File: src/rtl/hazard_pkg.sv
// ----------------------------------------------------------------------------
// hazard_pkg
// Shared types and constants for the pipeline hazard unit.
//   hz_state_t  : hazard FSM state encoding (RUN, LOAD_STALL, MEM_WAIT, FLUSH)
//   REG_ADDR_W  : width of a register-file address
//   REG_ZERO    : address of the hard-wired zero register (x0)
//   STAT_W      : width of the optional statistics counters
// ----------------------------------------------------------------------------
package hazard_pkg;

    localparam int REG_ADDR_W = 5;
    localparam logic [REG_ADDR_W-1:0] REG_ZERO = 5'd0;
    localparam int STAT_W = 16;

    typedef enum logic [1:0] {
        HZ_RUN        = 2'd0,
        HZ_LOAD_STALL = 2'd1,
        HZ_MEM_WAIT   = 2'd2,
        HZ_FLUSH      = 2'd3
    } hz_state_t;

endpackage

File: src/rtl/hazard_cmp.sv
// ----------------------------------------------------------------------------
// hazard_cmp
// Combinational load-use detector. Flags when the instruction in EX is a load
// whose destination register is read by the instruction in ID.
// Ports:
//   rs1, rs2    : source registers of the instruction in ID
//   rd_ex       : destination register of the instruction in EX
//   ex_memread  : instruction in EX is a load
//   load_use    : load-use hazard present this cycle
// ----------------------------------------------------------------------------
module hazard_cmp
    import hazard_pkg::*;
(
    input  logic [REG_ADDR_W-1:0] rs1,
    input  logic [REG_ADDR_W-1:0] rs2,
    input  logic [REG_ADDR_W-1:0] rd_ex,
    input  logic                  ex_memread,
    output logic                  load_use
);

    // x0 is never really written, so a load targeting it cannot create a hazard.
    assign load_use = ex_memread
                    && (rd_ex != REG_ZERO)
                    && ((rd_ex == rs1) || (rd_ex == rs2));

endmodule

File: src/rtl/hazard_unit.sv
// ----------------------------------------------------------------------------
// hazard_unit
// Pipeline hazard controller: load-use stalls, data-memory wait stalls and
// taken-branch flushes, arbitrated by a small Mealy FSM.
// Ports:
//   clk, rst_n          : clock, asynchronous active-low reset
//   Registro1/2         : rs1/rs2 of the instruction in ID
//   Rd_execute          : rd of the instruction in EX
//   ex_memread          : instruction in EX is a load
//   branch_taken        : branch/jump resolved taken in EX
//   mem_req, mem_ready  : data-memory access in MEM and its completion
//   stall_pc/ifid/exmem : hold controls for PC, IF/ID, ID/EX + EX/MEM
//   flush_ifid/idex     : NOP insertion into IF/ID, ID/EX
//   hazard_state        : current FSM state
//   stall_cycles, flush_events : statistics counters, present only when
//                        the macro HAZARD_STATS_EN is defined
// ----------------------------------------------------------------------------
module hazard_unit
    import hazard_pkg::*;
(
    input  logic                  clk,
    input  logic                  rst_n,
    input  logic [REG_ADDR_W-1:0] Registro1,
    input  logic [REG_ADDR_W-1:0] Registro2,
    input  logic [REG_ADDR_W-1:0] Rd_execute,
    input  logic                  ex_memread,
    input  logic                  branch_taken,
    input  logic                  mem_req,
    input  logic                  mem_ready,
    output logic                  stall_pc,
    output logic                  stall_ifid,
    output logic                  stall_exmem,
    output logic                  flush_ifid,
    output logic                  flush_idex,
    output logic [1:0]            hazard_state
`ifdef HAZARD_STATS_EN
    ,
    output logic [STAT_W-1:0]     stall_cycles,
    output logic [STAT_W-1:0]     flush_events
`endif
);

    hz_state_t state_q, state_d;
    logic      pending_q, pending_d;
    logic      load_use;
    logic      mem_wait;

    logic stall_pc_c, stall_ifid_c, stall_exmem_c, flush_ifid_c, flush_idex_c;

    hazard_cmp u_cmp (
        .rs1        (Registro1),
        .rs2        (Registro2),
        .rd_ex      (Rd_execute),
        .ex_memread (ex_memread),
        .load_use   (load_use)
    );

    assign mem_wait = mem_req && !mem_ready;

    always_comb begin
        state_d       = state_q;
        pending_d     = pending_q;
        stall_pc_c    = 1'b0;
        stall_ifid_c  = 1'b0;
        stall_exmem_c = 1'b0;
        flush_ifid_c  = 1'b0;
        flush_idex_c  = 1'b0;

        case (state_q)
            HZ_RUN, HZ_LOAD_STALL: begin
                if (mem_wait) begin
                    stall_pc_c    = 1'b1;
                    stall_ifid_c  = 1'b1;
                    stall_exmem_c = 1'b1;
                    state_d       = HZ_MEM_WAIT;
                end else if (branch_taken) begin
                    flush_ifid_c  = 1'b1;
                    flush_idex_c  = 1'b1;
                    state_d       = HZ_FLUSH;
                end else if (load_use && (state_q == HZ_RUN)) begin
                    // The stall cycle itself resolves the hazard, so it is
                    // masked in LOAD_STALL to avoid stalling twice.
                    stall_pc_c    = 1'b1;
                    stall_ifid_c  = 1'b1;
                    flush_idex_c  = 1'b1;
                    state_d       = HZ_LOAD_STALL;
                end else begin
                    state_d       = HZ_RUN;
                end
            end

            HZ_MEM_WAIT: begin
                if (!mem_ready) begin
                    stall_pc_c    = 1'b1;
                    stall_ifid_c  = 1'b1;
                    stall_exmem_c = 1'b1;
                    if (branch_taken) begin
                        pending_d = 1'b1;
                    end
                end else begin
                    // A branch remembered during the wait (or resolving on the
                    // ready cycle) is flushed as soon as the pipeline moves.
                    pending_d = 1'b0;
                    if (pending_q || branch_taken) begin
                        flush_ifid_c = 1'b1;
                        flush_idex_c = 1'b1;
                        state_d      = HZ_FLUSH;
                    end else begin
                        state_d      = HZ_RUN;
                    end
                end
            end

            HZ_FLUSH: begin
                // Second wrong-path fetch slot.
                flush_ifid_c = 1'b1;
                state_d      = HZ_RUN;
            end

            default: begin
                state_d   = HZ_RUN;
                pending_d = 1'b0;
            end
        endcase

        // Holding ID/EX takes precedence over bubbling it.
        if (stall_exmem_c) begin
            flush_idex_c = 1'b0;
        end
    end

    // Outputs are forced low while reset is asserted, independent of inputs.
    assign stall_pc     = rst_n && stall_pc_c;
    assign stall_ifid   = rst_n && stall_ifid_c;
    assign stall_exmem  = rst_n && stall_exmem_c;
    assign flush_ifid   = rst_n && flush_ifid_c;
    assign flush_idex   = rst_n && flush_idex_c;
    assign hazard_state = state_q;

    always_ff @(posedge clk or negedge rst_n) begin
        if (!rst_n) begin
            state_q   <= HZ_RUN;
            pending_q <= 1'b0;
        end else begin
            state_q   <= state_d;
            pending_q <= pending_d;
        end
    end

`ifdef HAZARD_STATS_EN
    logic [STAT_W-1:0] stall_cnt_q, stall_cnt_d;
    logic [STAT_W-1:0] flush_cnt_q, flush_cnt_d;

    always_comb begin
        stall_cnt_d = stall_cnt_q;
        flush_cnt_d = flush_cnt_q;
        if (stall_pc && (stall_cnt_q != {STAT_W{1'b1}})) begin
            stall_cnt_d = stall_cnt_q + 1'b1;
        end
        // Only flushes entered from RUN/LOAD_STALL are counted; a flush that
        // follows a memory wait is not a new RUN-side event.
        if (((state_q == HZ_RUN) || (state_q == HZ_LOAD_STALL))
            && (state_d == HZ_FLUSH)
            && (flush_cnt_q != {STAT_W{1'b1}})) begin
            flush_cnt_d = flush_cnt_q + 1'b1;
        end
    end

    always_ff @(posedge clk or negedge rst_n) begin
        if (!rst_n) begin
            stall_cnt_q <= '0;
            flush_cnt_q <= '0;
        end else begin
            stall_cnt_q <= stall_cnt_d;
            flush_cnt_q <= flush_cnt_d;
        end
    end

    assign stall_cycles = stall_cnt_q;
    assign flush_events = flush_cnt_q;
`endif

endmodule

File: config.mk
export PLATFORM = sky130hd
export DESIGN_NAME = hazard_unit
export DESIGN_NICKNAME = d
export VERILOG_FILES = /design/src/rtl/hazard_pkg.sv /design/src/rtl/hazard_cmp.sv /design/src/rtl/hazard_unit.sv
export SDC_FILE = /design/constraint.sdc
export NUM_CORES = 1
export LEC_CHECK = 0
export BUFFER_PORTS_ARGS = -buffer_cell sky130_fd_sc_hd__buf_2
export CORE_AREA = 2 2 39 41
export DETAILED_ROUTE_END_ITERATION = 8
export DIE_AREA = 0 0 41 43
export GPL_ROUTABILITY_DRIVEN = 1
export PLACE_DENSITY = 0.69
export SLEW_MARGIN = 20
export SYNTH_ARGS = -nofsm -noshare
export SYNTH_HDL_FRONTEND = slang
export SYNTH_HIERARCHICAL = 1
export SYNTH_SLANG_ARGS = --single-unit
File: constraint.sdc
create_clock -name clk -period 1.7 [get_ports clk]
set_clock_uncertainty 0.05 [all_clocks]
set_input_delay 0.17 -clock clk [delete_from_list [all_inputs] [get_ports clk]]
set_output_delay 0.17 -clock clk [all_outputs]
set_load 0.05 [all_outputs]
==> results.toml <==
[critical_path]
crit_fanout = 2
arrival_ns = 1.60
crit_type = "primary input to primary output"
crit_required_ns = 1.48
crit_chain = "buf_6 -> or4_4 -> o21ai_2 -> a21oi_1 -> and3_1 -> o311a_4 -> buf_8"
cp-start-kind = "primary input"
path_buf_inv = 2
cp-end-kind = "primary output"
cpLargestDelayFamily = "simple AND/OR/NAND/NOR gates"
slowest_delay_ns = 0.52
slowest_stage = "or4_4"

[placement]
routabilityCongestion = 0.806
port_buffers = 27
dp_hpwl_um = 848

[sta]
finalHoldViolCount = 0
fin_hold_ws_ns = 0.211
relSlewSlack = 0.783
drv_slew = 0
fin_ws_ns = -0.119
max_clock_freq_mhz = 550
finalSetupViolations = 3
tns_ns = -0.319
grt_setup_unrepaired = "true"
worstMarginPinSlew_ns = 0.322
fin_crit_sh = 1.07
fin_crit_ns = 1.82

[power]
ir_worst_vdd_mv = 0.868
p_per_area_mw_per_mm2 = 1290
cellLeakagePower_nw = 0.324

[synthesis]
synth_largest_area_cell = "dfrtp_1"
synth_top_area_frac = 0.203
synthesis.nets = 68
ys_seq_area_frac = 0.203
yosys_warnings = 6
postSynthAreaPerCell_um2 = 7.85
postSynthCellCount = 47
yosys-top-cells-area = "dfrtp_1, xor2_1, xnor2_1"
netlist_area_um2 = 369
synth_cell_type_count = 23
ys_ff_latch = 3

[cts]
htree_levels = 1
path_clk_slew_ns = 0.03
cts_tree = "yes"
cts_root_buf = "clkbuf_4"
cts_buffers = 3
clock_sinks = 3
cts_setup_buffers = 0
insertion_delay_ns = 0.23
cts_max_path_buffers = 2

[floorplan]
dieArea_mm2 = 0.00176
io_pins = 28
rows = 14
die_w_um = 41
die_h_um = 43
initial_core_util = 0.267
core_mm2 = 0.00138

[finish]
mostFrequentLayoutCell = "buf_2"
fin_nets = 105
mostFrequentLayoutCells = "buf_2, buf_4, xor2_1"
areaGrowthSynthToFinish_pct = 88.5
num_antenna_cells = 0
drive_above_1_share = 0.566
n_fill_cell = 127

[run_status]
violations = "negative setup slack"
status = "finished with violations"

[job]
maxCapViolations = 0

[global_routing]
grt_max_degree = 10
grt_pass1_wl_mm = 1.86
grt_pass1_vias = 463
grt_overflow_total = 0
grt_use_total = 0.148
antenna_found_initial = 0

[detailed_routing]
vias = 481
wl_per_cell_um = 10.7
drcViolationCount = 0
drtIter0Drc = 9
dr.pass1.iters = 4
viasPerCell = 4.86
ant_nets = 0
wirelength_mm = 1.06

[worst_hold_path]
min_path_type = "primary input to flop"
==> layer usage <==
layer  vias up  GRT usage  routed length (um)
li1        243          -                   -
met1       228      0.221                 422
met2         8      0.219                 596
met3         2          0                  24
met4         0     0.0600                  16
met5         -          0                   0
==> where the power goes <==
group / internal [mW] / switching [mW] / total [mW]
Sequential: 0.110 / 0.0591 / 0.169
Combinational: 0.235 / 0.369 / 0.604
Clock: 0.0878 / 0.0353 / 0.123
Total: 0.433 / 0.463 / 0.896
==> what timing repair did <==
item | CTS | global route
endpoints found under the setup margin | 4 | 5
hold buffers | 1 | 0
resized for setup | 13 | 4
endpoints found under the hold margin | 3 | 0
pin swaps | 2 | 1
==> registers in the layout, indices dropped and copies added, names as in the netlist <==
signal        cells
hazard_state      2
pending_q         1
==> area by class of cell <==
| class | instances | area (um2) | area share |
|---|---|---|---|
| well taps | 16 | 20.0 | 0.0288 |
| clock buffers | 4 | 26.3 | 0.0378 |
| flip-flops and latches | 3 | 77.6 | 0.112 |
| multi-input cells | 38 | 327 | 0.469 |
| inverters | 5 | 18.8 | 0.0270 |
| repair buffers | 33 | 226 | 0.326 |
==> path summary, 6_finish.rpt <==
| kind | start | to | slack (ns) | cells past startpoint |
|---|---|---|---|---|
| worst max-delay path | Rd_execute[1] | stall_ifid | -0.12 | 7 |
| worst min-delay path | mem_ready | pending_q | 0.21 | 2 |
| worst max register to register | hazard_state[1] | hazard_state[0] | 0.51 | 4 |
| worst min register to register | hazard_state[0] | hazard_state[0] | 0.53 | 1 |
| max in group asynchronous | rst_n | hazard_state[0] | 1.16 | 2 |
| min in group asynchronous | rst_n | hazard_state[1] | 0.29 | 2 |
==> cell families after synthesis <==
kind of cell	after synthesis	share of synthesized area
AO/OA/AOI/OAI	16	0.292
AND/OR/NAND/NOR	12	0.197
flip-flops	3	0.203
buffers and inverters	6	0.0712
XOR/XNOR	10	0.237
==> through the flow <==
| step | utilization | worst slack [ns] | cell area, um2 | std cells | power, mW |
|---|---|---|---|---|---|
| after floorplan | - | -0.123 | 420 | 47 | 0.579 |
| after global placement | 0.435 | -0.190 | 602 | 94 | 0.699 |
| after detailed placement | 0.435 | -0.199 | 602 | 94 | 0.701 |
| after CTS | 0.495 | -0.134 | 686 | 99 | 0.894 |
| after global routing | 0.503 | -0.153 | 696 | 99 | 0.958 |
| final | 0.503 | -0.119 | 696 | 99 | 0.896 |
==> cell usage after synthesis <==
master,n
nand2_1,1
xor2_1,6
a211oi_1,1
o32ai_2,1
o21ai_0,2
or4_1,1
a21oi_1,5
buf_4,1
xnor2_1,4
nand3_1,2
o22ai_1,2
a31oi_1,1
and2b_1,1
nand2b_2,1
nor2b_1,1
nor3_1,3
a22oi_1,2
o21ai_1,1
o311a_1,1
and3_1,1
and3_2,1
dfrtp_1,3
inv_1,5
No activity file was read; power rests on OpenSTA's default activity.
